$ cat src/rtl/la_core_bridge_pkg.sv
// Shared definitions for the LA host<->core bridge: LA bus bit map,
// command opcodes and the control FSM state encoding.
package la_core_bridge_pkg;

  localparam int LA_W = 128;

  // Host -> block fields on la_data_in
  localparam int LA_DATA_LSB = 0;
  localparam int LA_ADDR_LSB = 32;
  localparam int LA_CMD_BIT  = 96;
  localparam int LA_OP_LSB   = 97;
  localparam int LA_POP_BIT  = 99;

  // Block -> host fields on la_data_out
  localparam int LO_HEAD_LSB  = 0;
  localparam int LO_NONEMPTY  = 32;
  localparam int LO_OVF       = 33;
  localparam int LO_PENDING   = 34;
  localparam int LO_STATE_LSB = 35;
  localparam int LO_COUNT_LSB = 37;
  localparam int LO_ACK       = 41;
  localparam int LO_ERR       = 42;

  typedef enum logic [1:0] {
    OP_NOP  = 2'd0,
    OP_WORD = 2'd1,
    OP_RUN  = 2'd2,
    OP_HALT = 2'd3
  } opcode_e;

  typedef enum logic [1:0] {
    ST_HALT    = 2'd0,
    ST_RUN     = 2'd1,
    ST_WAIT_IN = 2'd2
  } state_e;

endpackage

$ cat src/rtl/sync_fifo.sv
// Single-clock FIFO for core output words. A push while full is accepted
// only when a pop happens in the same cycle; otherwise it is dropped and
// the caller decides what to do about it. Head reads 0 when empty.
module sync_fifo #(
  parameter int DATA_W = 32,
  parameter int DEPTH  = 4
) (
  input  logic                     clk,
  input  logic                     rst_n,
  input  logic                     push,
  input  logic [DATA_W-1:0]        push_data,
  input  logic                     pop,
  output logic [DATA_W-1:0]        head,
  output logic                     full,
  output logic                     empty,
  output logic [$clog2(DEPTH):0]   count
);

  localparam int AW = $clog2(DEPTH);
  localparam int CW = AW + 1;

  logic [DATA_W-1:0] mem [DEPTH];
  logic [AW-1:0]     wr_ptr;
  logic [AW-1:0]     rd_ptr;
  logic              push_en;
  logic              pop_en;

  assign empty   = (count == '0);
  assign full    = (count == CW'(DEPTH));
  assign pop_en  = pop & ~empty;
  assign push_en = push & (~full | pop_en);
  assign head    = empty ? '0 : mem[rd_ptr];

  // Storage, pointers (wrap naturally since DEPTH is a power of 2) and count
  always_ff @(posedge clk or negedge rst_n) begin
    if (!rst_n) begin
      wr_ptr <= '0;
      rd_ptr <= '0;
      count  <= '0;
      for (int i = 0; i < DEPTH; i++) mem[i] <= '0;
    end else begin
      if (push_en) begin
        mem[wr_ptr] <= push_data;
        wr_ptr      <= wr_ptr + 1'b1;
      end
      if (pop_en) rd_ptr <= rd_ptr + 1'b1;
      case ({push_en, pop_en})
        2'b10:   count <= count + 1'b1;
        2'b01:   count <= count - 1'b1;
        default: count <= count;
      endcase
    end
  end

endmodule

$ cat src/rtl/la_core_bridge.sv
// Host<->core bridge. The host toggles LA bit 96 to issue a command and
// bit 99 to pop the output FIFO; each toggle is one event. Commands load
// core memory, start/halt the core and deliver input words to it.
//
// Handshake summary: a command is accepted in the cycle its toggle edge is
// seen (oenb bit low); fields are sampled in that same cycle, the effect and
// the ack toggle (la_data_out[41]) appear one cycle later. Core input uses a
// level request (core_in_req) answered by a single-cycle core_in_valid; core
// output uses a single-cycle core_out_valid with no back-pressure.
module la_core_bridge
  import la_core_bridge_pkg::*;
#(
  parameter int DATA_W     = 32,
  parameter int ADDR_W     = 20,
  parameter int FIFO_DEPTH = 4
) (
  input  logic              wb_clk_i,
  input  logic              wb_rst_ni,
  input  logic [127:0]      la_data_in,
  input  logic [127:0]      la_oenb,
  output logic [127:0]      la_data_out,
  output logic              core_rst_n,
  output logic              mem_we,
  output logic [ADDR_W-1:0] mem_addr,
  output logic [DATA_W-1:0] mem_wdata,
  input  logic              core_in_req,
  output logic [DATA_W-1:0] core_in_data,
  output logic              core_in_valid,
  input  logic [DATA_W-1:0] core_out_data,
  input  logic              core_out_valid
);

  localparam int CW = $clog2(FIFO_DEPTH) + 1;

  if (DATA_W > 32 || DATA_W < 1) begin : g_bad_data_w
    $error("la_core_bridge: DATA_W must be 1..32");
  end
  if (ADDR_W > 20 || ADDR_W < 1) begin : g_bad_addr_w
    $error("la_core_bridge: ADDR_W must be 1..20");
  end
  if (FIFO_DEPTH < 2 || (FIFO_DEPTH & (FIFO_DEPTH - 1)) != 0) begin : g_bad_depth
    $error("la_core_bridge: FIFO_DEPTH must be a power of 2, >= 2");
  end

  logic [LA_W-1:0]   la_in;
  logic              cmd_prev;
  logic              pop_prev;
  logic              cmd_ev;
  logic              pop_ev;
  logic              halt_cmd;
  opcode_e           op;
  logic [ADDR_W-1:0] f_addr;
  logic [DATA_W-1:0] f_data;

  state_e            state;
  logic              ack;
  logic              err;
  logic              pending;
  logic              ovf;

  logic [DATA_W-1:0] fifo_head;
  logic              fifo_full;
  logic              fifo_empty;
  logic [CW-1:0]     fifo_count;
  logic              drop;
  logic              unused_la;

  // Only bits whose oenb is low carry host data
  assign la_in     = la_data_in & ~la_oenb;
  assign unused_la = ^la_in;

  assign cmd_ev   = (la_data_in[LA_CMD_BIT] != cmd_prev) & ~la_oenb[LA_CMD_BIT];
  assign pop_ev   = (la_data_in[LA_POP_BIT] != pop_prev) & ~la_oenb[LA_POP_BIT];
  assign op       = opcode_e'(la_in[LA_OP_LSB +: 2]);
  assign f_addr   = la_in[LA_ADDR_LSB +: ADDR_W];
  assign f_data   = la_in[LA_DATA_LSB +: DATA_W];
  assign halt_cmd = cmd_ev & (op == OP_HALT);

  // A word arriving while full with no simultaneous pop is lost
  assign drop = core_out_valid & fifo_full & ~pop_ev;

  // Toggle history: follows the raw LA bits every cycle
  always_ff @(posedge wb_clk_i or negedge wb_rst_ni) begin
    if (!wb_rst_ni) begin
      cmd_prev <= 1'b0;
      pop_prev <= 1'b0;
    end else begin
      cmd_prev <= la_data_in[LA_CMD_BIT];
      pop_prev <= la_data_in[LA_POP_BIT];
    end
  end

  // Control FSM with all its registered outputs; HALT overrides every state
  always_ff @(posedge wb_clk_i or negedge wb_rst_ni) begin
    if (!wb_rst_ni) begin
      state         <= ST_HALT;
      ack           <= 1'b0;
      err           <= 1'b0;
      pending       <= 1'b0;
      core_rst_n    <= 1'b0;
      mem_we        <= 1'b0;
      mem_addr      <= '0;
      mem_wdata     <= '0;
      core_in_data  <= '0;
      core_in_valid <= 1'b0;
    end else begin
      mem_we        <= 1'b0;
      core_in_valid <= 1'b0;
      if (cmd_ev) ack <= ~ack;
      if (halt_cmd) begin
        state      <= ST_HALT;
        core_rst_n <= 1'b0;
        pending    <= 1'b0;
        err        <= 1'b0;
      end else begin
        case (state)
          ST_HALT: begin
            if (cmd_ev && op == OP_WORD) begin
              mem_we    <= 1'b1;
              mem_addr  <= f_addr;
              mem_wdata <= f_data;
            end else if (cmd_ev && op == OP_RUN) begin
              state      <= ST_RUN;
              core_rst_n <= 1'b1;
            end
          end
          ST_RUN: begin
            if (cmd_ev && op == OP_WORD) err <= 1'b1;
            if (core_in_req) begin
              state   <= ST_WAIT_IN;
              pending <= 1'b1;
            end
          end
          ST_WAIT_IN: begin
            if (cmd_ev && op == OP_WORD) begin
              core_in_data  <= f_data;
              core_in_valid <= 1'b1;
              pending       <= 1'b0;
              state         <= ST_RUN;
            end else if (cmd_ev && op == OP_RUN) begin
              err <= 1'b1;
            end
          end
          default: state <= ST_HALT;
        endcase
      end
    end
  end

  // Sticky overflow flag, cleared by a HALT command
  always_ff @(posedge wb_clk_i or negedge wb_rst_ni) begin
    if (!wb_rst_ni) begin
      ovf <= 1'b0;
    end else if (halt_cmd) begin
      ovf <= 1'b0;
    end else if (drop) begin
      ovf <= 1'b1;
    end
  end

  sync_fifo #(
    .DATA_W (DATA_W),
    .DEPTH  (FIFO_DEPTH)
  ) u_out_fifo (
    .clk       (wb_clk_i),
    .rst_n     (wb_rst_ni),
    .push      (core_out_valid),
    .push_data (core_out_data),
    .pop       (pop_ev),
    .head      (fifo_head),
    .full      (fifo_full),
    .empty     (fifo_empty),
    .count     (fifo_count)
  );

  // Host-visible status word; unused bits stay 0
  always_comb begin
    la_data_out                      = '0;
    la_data_out[LO_HEAD_LSB +: 32]   = 32'(fifo_head);
    la_data_out[LO_NONEMPTY]         = ~fifo_empty;
    la_data_out[LO_OVF]              = ovf;
    la_data_out[LO_PENDING]          = pending;
    la_data_out[LO_STATE_LSB +: 2]   = state;
    la_data_out[LO_COUNT_LSB +: 4]   = 4'(fifo_count);
    la_data_out[LO_ACK]              = ack;
    la_data_out[LO_ERR]              = err;
  end

endmodule

$ cat config.mk
export PLATFORM = sky130hd
export DESIGN_NAME = la_core_bridge
export DESIGN_NICKNAME = d
export VERILOG_FILES = /design/src/rtl/la_core_bridge_pkg.sv /design/src/rtl/sync_fifo.sv /design/src/rtl/la_core_bridge.sv
export SDC_FILE = /design/constraint.sdc
export NUM_CORES = 1
export LEC_CHECK = 0
export ABC_AREA = 1
export CAP_MARGIN = 20
export CORE_AREA = 2 2 197 199
export CTS_BUF_LIST = sky130_fd_sc_hd__clkbuf_2 sky130_fd_sc_hd__clkbuf_4 sky130_fd_sc_hd__clkbuf_8
export DETAILED_ROUTE_END_ITERATION = 8
export DIE_AREA = 0 0 199 201
export PLACE_DENSITY = 0.6
export SLEW_MARGIN = 20
export SYNTH_ARGS = -nofsm -noshare
export SYNTH_HDL_FRONTEND = slang
export SYNTH_HIERARCHICAL = 1
export SYNTH_SLANG_ARGS = --single-unit
$ cat constraint.sdc
create_clock -name wb_clk_i -period 3.7 [get_ports wb_clk_i]
set_input_delay 0.37 -clock wb_clk_i [delete_from_list [all_inputs] [get_ports wb_clk_i]]
set_output_delay 0.37 -clock wb_clk_i [all_outputs]
set_load 0.02 [all_outputs]
; Word-level counts from Yosys, hierarchy flattened
; Index checks and enable logic that the tools add are counted.
[op_classes]
eq_ne = 18
n_bitwise = 19
n_addsub = 4
mux = 32
reduce_logical = 16
n_lt_le_gt_ge = 3
[ops]
columns = operator, count
row1 = 128-bit bitwise mux, 1
row2 = 32-bit two-way mux, 4
row3 = 99-bit bitwise AND, 1
row4 = 99-bit inverter, 1
row5 = 32-bit binary-select mux with 2-bit select, 1
row6 = 32-bit demux with 2-bit select, 1
row7 = 3-bit inequality test (second input constant), 7
row8 = 1-bit two-way mux, 16
row9 = 3-bit AND reduction, 4
row10 = 2-bit two-way mux, 5
row11 = 2-bit equality test (second input constant), 4
row12 = 4-bit AND reduction, 2
row13 = 2-bit nonzero test, 4
row14 = 1-bit bitwise AND, 7
row15 = 1-bit inverter, 7
row16 = 2-bit by 1-bit equality test with 1-bit output (second input constant), 3
row17 = 3-bit greater-or-equal comparator (second input constant), 2
row18 = 2-bit inverter with 3-bit output, 2
row19 = 2-bit case mux with 3 select lines, 1
row20 = 3-bit case mux with 2 select lines, 1
row21 = 2-bit by 1-bit adder with 2-bit output (second input constant), 2
row22 = 1-bit case mux with 2 select lines, 2
row23 = 3-bit by 1-bit adder with 3-bit output (second input constant), 1
row24 = 3-bit equality test (second input constant), 1
row25 = 9 further kinds, 12
[word_totals]
in_bits = 292
word_cells = 112
ff_bits = 230

; Logic depth before layout (Yosys ltp)
; Gate-level depths: netlist (run 1).
[depth]
word_depth = 8
mapped_depth = 14

; Cells and area by module
; The synthesis (run 1) kept the hierarchy.
[modules_own_cells]
columns = mod, area_per_inst_um2, cells_per_inst, n_inst, seq_area_each_um2
row1 = sync_fifo, 6894.1, 900, 1, 3378.2
row2 = la_core_bridge, 4870.9, 582, 1, 2377.3

; Least setup slack after synthesis (run 1)
; OpenSTA, ideal clock, no wires.
[synth_timing]
kind = register to register
from = register pop_prev
to = register u_out_fifo.count[2]
path_buffers = 1
path_slack_ns = 1.439
arrival_time_ns = 2.138
period_less_slack_ns = 2.261
path_stages_with_launch = 14
cell_sequence = dfrtp_1 > or2_2 > nand2_1 > inv_1 > clkinv_1 > nand3_2 > buf_6 > nand2_1 > ha_1 > inv_1 > fa_1 > nand2_1 > nand3b_1 > xor2_1
[synth_between]
elab_chain_cells = 7
word_cells_on_any_way = 9
[synth_rtl]
columns = item, line_no
row1 = "start, declared", la_core_bridge.sv:47  ; logic pop_prev;
row2 = "start signal, assigned", la_core_bridge.sv:89  ; pop_prev <= la_data_in[LA_POP_BIT];
row3 = 1-bit inequality test *, la_core_bridge.sv:73  ; assign pop_ev = (la_data_in[LA_POP_BIT] != pop_prev) & ~la_oenb[LA_POP_BIT];
row4 = 1-bit bitwise AND *, la_core_bridge.sv:73
row5 = net pop_ev, la_core_bridge.sv:49  ; logic pop_ev;
row6 = 1-bit bitwise AND *, sync_fifo.sv:30  ; assign pop_en = pop & ~empty;
row7 = 1-bit bitwise OR, sync_fifo.sv:31  ; assign push_en = push & (~full | pop_en);
row8 = 1-bit bitwise AND, sync_fifo.sv:31
row9 = 2-bit by 1-bit equality test with 1-bit output or 2-bit equality test (tied branches), sync_fifo.sv:47  ; case ({push_en, pop_en})
row10 = 3-bit case mux with 2 select lines or 2-bit nonzero test (tied branches), --
row11 = "end signal, assigned", sync_fifo.sv:48  ; 2'b10: count <= count + 1'b1;
row12 = "end signal, assigned", sync_fifo.sv:49  ; 2'b01: count <= count - 1'b1;
row13 = "end signal, assigned", sync_fifo.sv:50  ; default: count <= count;
row14 = "end, declared", sync_fifo.sv:16  ; output logic [$clog2(DEPTH):0] count
; The timed path passes the listed nets; every way through them passes the cells marked *.
; A chain may end at the register's enable or synchronous reset.

; Worst setup path in the final report (run 1)
[layout_timing]
from = register u_out_fifo.rd_ptr[0]
to = output port la_data_out[20]
[layout_between]
elab_chain_cells = 5
[layout_rtl]
columns = item, line_no
row1 = "start, declared", sync_fifo.sv:24  ; logic [AW-1:0] rd_ptr;
row2 = "start signal, assigned", sync_fifo.sv:46  ; if (pop_en) rd_ptr <= rd_ptr + 1'b1;
row3 = 2-bit inverter with 3-bit output (implied by the code), sync_fifo.sv:32  ; assign head = empty ? '0 : mem[rd_ptr];
row4 = 32-bit binary-select mux with 2-bit select, sync_fifo.sv:32
row5 = 32-bit two-way mux (implied by the code) (2 in series), sync_fifo.sv:32
row6 = 32-bit two-way mux, sync_fifo.sv:32
row7 = "end, declared", la_core_bridge.sv:21  ; output logic [127:0] la_data_out,
; Every way passes these cells. The select of a mux whose other input is x is not followed.

==> results.txt, run 1 <==
core area: 38100 um^2
worst vdd ir: 0.343 mV
Die Height: 201 um
synth top area cells: dfrtp_1 49%, nand2_1 18%, nand4_1 7.0%
Slew headroom: 0.320
fill count: 3889
worst hold stages: 1
Final nets: 2022
drt first pass iters: 5
antenna-violating nets left: 0
Fin Clk Skew: 23.8 ps
share of cells above drive strength 1: 0.0653
DRC: 0
Power per Cell Area: 830 nW/um^2
Die Width: 199 um
Critical Path, Cell by Cell: buf_4, nor2_1, nor2_1, o21ai_0, a21oi_1, clkdlybuf4s50_1
R2R setup slack: 1190 ps
CTS sink count: 230
IO Count: 507
post-synth top area share: 0.489
Post-CTS Setup Bufs: 0
CTS tree: built
flops & latches, synth: 230
Final Setup Violations: 0
std cell rows: 72
vias post-DR: 10500
final instance area: 15300 um^2
initial antenna violation count: 2
crit path max fanout: 65
RePlAce Congestion: 0.813
clock buffer depth: 3
initial DRC count: 616
depth of the CTS H-tree: 2
die area: 40000 um^2
r2r endpoint: u_out_fifo/count[2]$_DFFE_PN0P_
Place WS: 722 ps
CTS root buf: clkbuf_8
RSZ-0062 raised after global routing: false
Syn-to-layout area delta: 30.1%
Peak Freq: 0.311 GHz
Startpoint Class: flip-flop
Reg2Reg Depth: 12
hpwl dp: 24100 um
setup ws final: 483 ps
critical path required time: 3330 ps
overall routing resource usage: 0.188
syn_area_per_cell: 7.94 um^2
Distinct cells, synth: 31
Critical Path Sink Type: primary output
buffers added on ports: 276
Max-Cap Viols: 0
period utilization: 0.870
critical hold path startpoint: la_data_in[96]
outcome: completed
Leak: 0.00765 uW
Slew Limit Fails: 0
Final Hold Vio Count: 0
vias in the first global route: 10300
Starting Density: 0.309
synthesized area: 11800 um^2
hold endpoint: cmd_prev$_DFF_PN0_
CP delay by family, top: buffers and inverters
CTS Buf Count: 43
HP Class: in -> reg
Seq/Total Area, Yosys: 0.489
vias per std cell: 4.63
path type of the worst setup path: reg -> out
largest net degree at the start of global routing: 98
Max stage delay on crit path: 670 ps
final WL: 37600 um
first-pass GRT wire length: 58800 um
DP Area: 14500 um^2
reg-to-reg startpoint: pop_prev$_DFF_PN0_
Final Critical Period: 3220 ps
GRT overflow: 0
clk_lat worst skew: 560 ps
most frequent CP cell: nor2_1
Util after Layout: 0.402
clk slew on worst S/H paths: 60 ps
WP buf/inv: 2
Yosys warnings: 6
CP max stage cell: clkdlybuf4s50_1
cells after synthesis: 1482
Least-Margin Pin Slew: 1020 ps
critical path arrival: 2850 ps
Synth area leader: dfrtp_1
WL/cell: 16.6 um
total negative slack: 0 ps
-- cells in the mapped netlist --
cell and instances:
clkinv_1 1, nand3_2 5, inv_2 4, xor2_1 3
fa_1 1, buf_4 99, conb_1 1, a31oi_1 1
xnor2_1 2, buf_6 17, nand3b_1 21, buf_1 21
nor2_1 103, or2_2 1, nor3_1 1, a21oi_1 35
nand4_1 131, nor2_2 1, o21ai_1 73, o21ai_0 45
o21a_1 1, clkbuf_2 1, nand2_1 562, ha_1 5
nand3_1 5, inv_1 51, buf_2 32, dfrtp_1 230
nor2_4 3, clkbuf_1 25, nand3_4 1
-- flip-flops by register name (all words and copies together), names as in the netlist, 2 cells and up --
| register | count |
|---|---|
| core_in_data | 32 |
| u_out_fifo/wr_ptr | 2 |
| mem_addr | 20 |
| u_out_fifo/rd_ptr | 2 |
| mem_wdata | 32 |
| u_out_fifo/count | 3 |
| u_out_fifo/mem | 128 |
| state | 2 |
-- worst register-to-register path: stages, from the launching register on --
cell,delay (ps)
dfrtp_1,370
or2_2,290
nand2_1,90
inv_1,60
clkinv_1,60
nand3_4,340
nand2_1,250
ha_1,190
inv_1,70
fa_1,380
nand2_1,80
nand3b_1,90
xor2_1,140
-- per-layer routing --
layer | vias to the layer above | global-route usage | routed length, um
li1 | 5105 | - | -
met1 | 4923 | 0.257 | 16500
met2 | 390 | 0.285 | 17000
met3 | 54 | 0.0578 | 3390
met4 | 2 | 0.0520 | 722
met5 | - | 0 | 13
-- what timing repair did --
item,4_1_cts,5_1_grt
gates resized for setup,0,0
hold endpoints to repair,93,0
hold buffers,1,0
-- how the worst max path moves through the flow --
stage	start	endpoint	slack (ps)	depth (start not counted)
after floorplan	pop_prev$_DFF_PN0_	u_out_fifo/count[2]$_DFFE_PN0P_	1440	13
after global placement	la_data_in[99]	u_out_fifo/count[2]$_DFFE_PN0P_	710	13
after detailed placement	la_data_in[99]	u_out_fifo/count[2]$_DFFE_PN0P_	720	13
after CTS	u_out_fifo/rd_ptr[0]$_DFFE_PN0P_	la_data_out[20]	430	6
after global routing	u_out_fifo/rd_ptr[0]$_DFFE_PN0P_	la_data_out[20]	290	6
final	u_out_fifo/rd_ptr[0]$_DFFE_PN0P_	la_data_out[20]	480	6
-- cells by family (layout without fill, tap and decap cells) --
| group | count (synthesis) | count (layout) | share of synthesized area |
|---|---|---|---|
| simple gates | 834 | 834 | 0.307 |
| other cells | 1 | 87 | 0.000319 |
| flops | 230 | 230 | 0.489 |
| compound gates | 155 | 155 | 0.0663 |
| buf+inv | 251 | 429 | 0.126 |
| fa+ha+maj | 6 | 6 | 0.00702 |
| xor+xnor | 5 | 5 | 0.00372 |
-- power by group --
group          switching, uW  total [uW]  internal (uW)
combinational           3860        6190           2330
clock                   1070        2390           1320
sequential               559        4120           3560
-- layout by cell type, fill, tap and decap left out, types with 2 or more instances in the layout --
cell type and instances:
clkdlybuf4s50_1 274, xnor2_1 2, o21ai_1 73, clkinvlp_4 2, buf_4 29, a21oi_1 35
o21ai_0 45, nand3b_1 21, inv_1 51, ha_1 5, clkbuf_4 11, conb_1 86
nand3_4 2, nor2_1 103, nand4_1 131, inv_2 4, nand2_1 562, clkinv_2 2
nor2_4 3, buf_12 2, xor2_1 3, clkbuf_8 50, nand3_1 5, dfrtp_1 229
nand3_2 4
-- stage by stage --
step           power, uW  cells  hold WS [ps]
2_1_floorplan       7790   1567          74.4
3_3_place_gp       10300   2196           448
3_5_place_dp       10400   2196           453
4_1_cts            12800   2263           247
5_1_grt            13700   2263           284
6_report           12700   2264           303
-- cell type report --
cell class,instances,area (um^2),share of cell area
sequential,230,5760,0.376
multi-input combinational,1086,4850,0.317
timing repair buffer,307,3030,0.198
clock buffer,61,771,0.0504
tap,518,648,0.0424
inverter,56,210,0.0137
clock inverter,5,33.8,0.00221
antenna,1,2.50,0.000164
(Power assumes the default switching activity.)
==> inputs of run 2 (changes only) <==
Settings changed: CTS_CLUSTER_DIAMETER from default to 80.
==> results of run 2 <==
The final DEF is identical to that of run 1; final timing and power are the same.
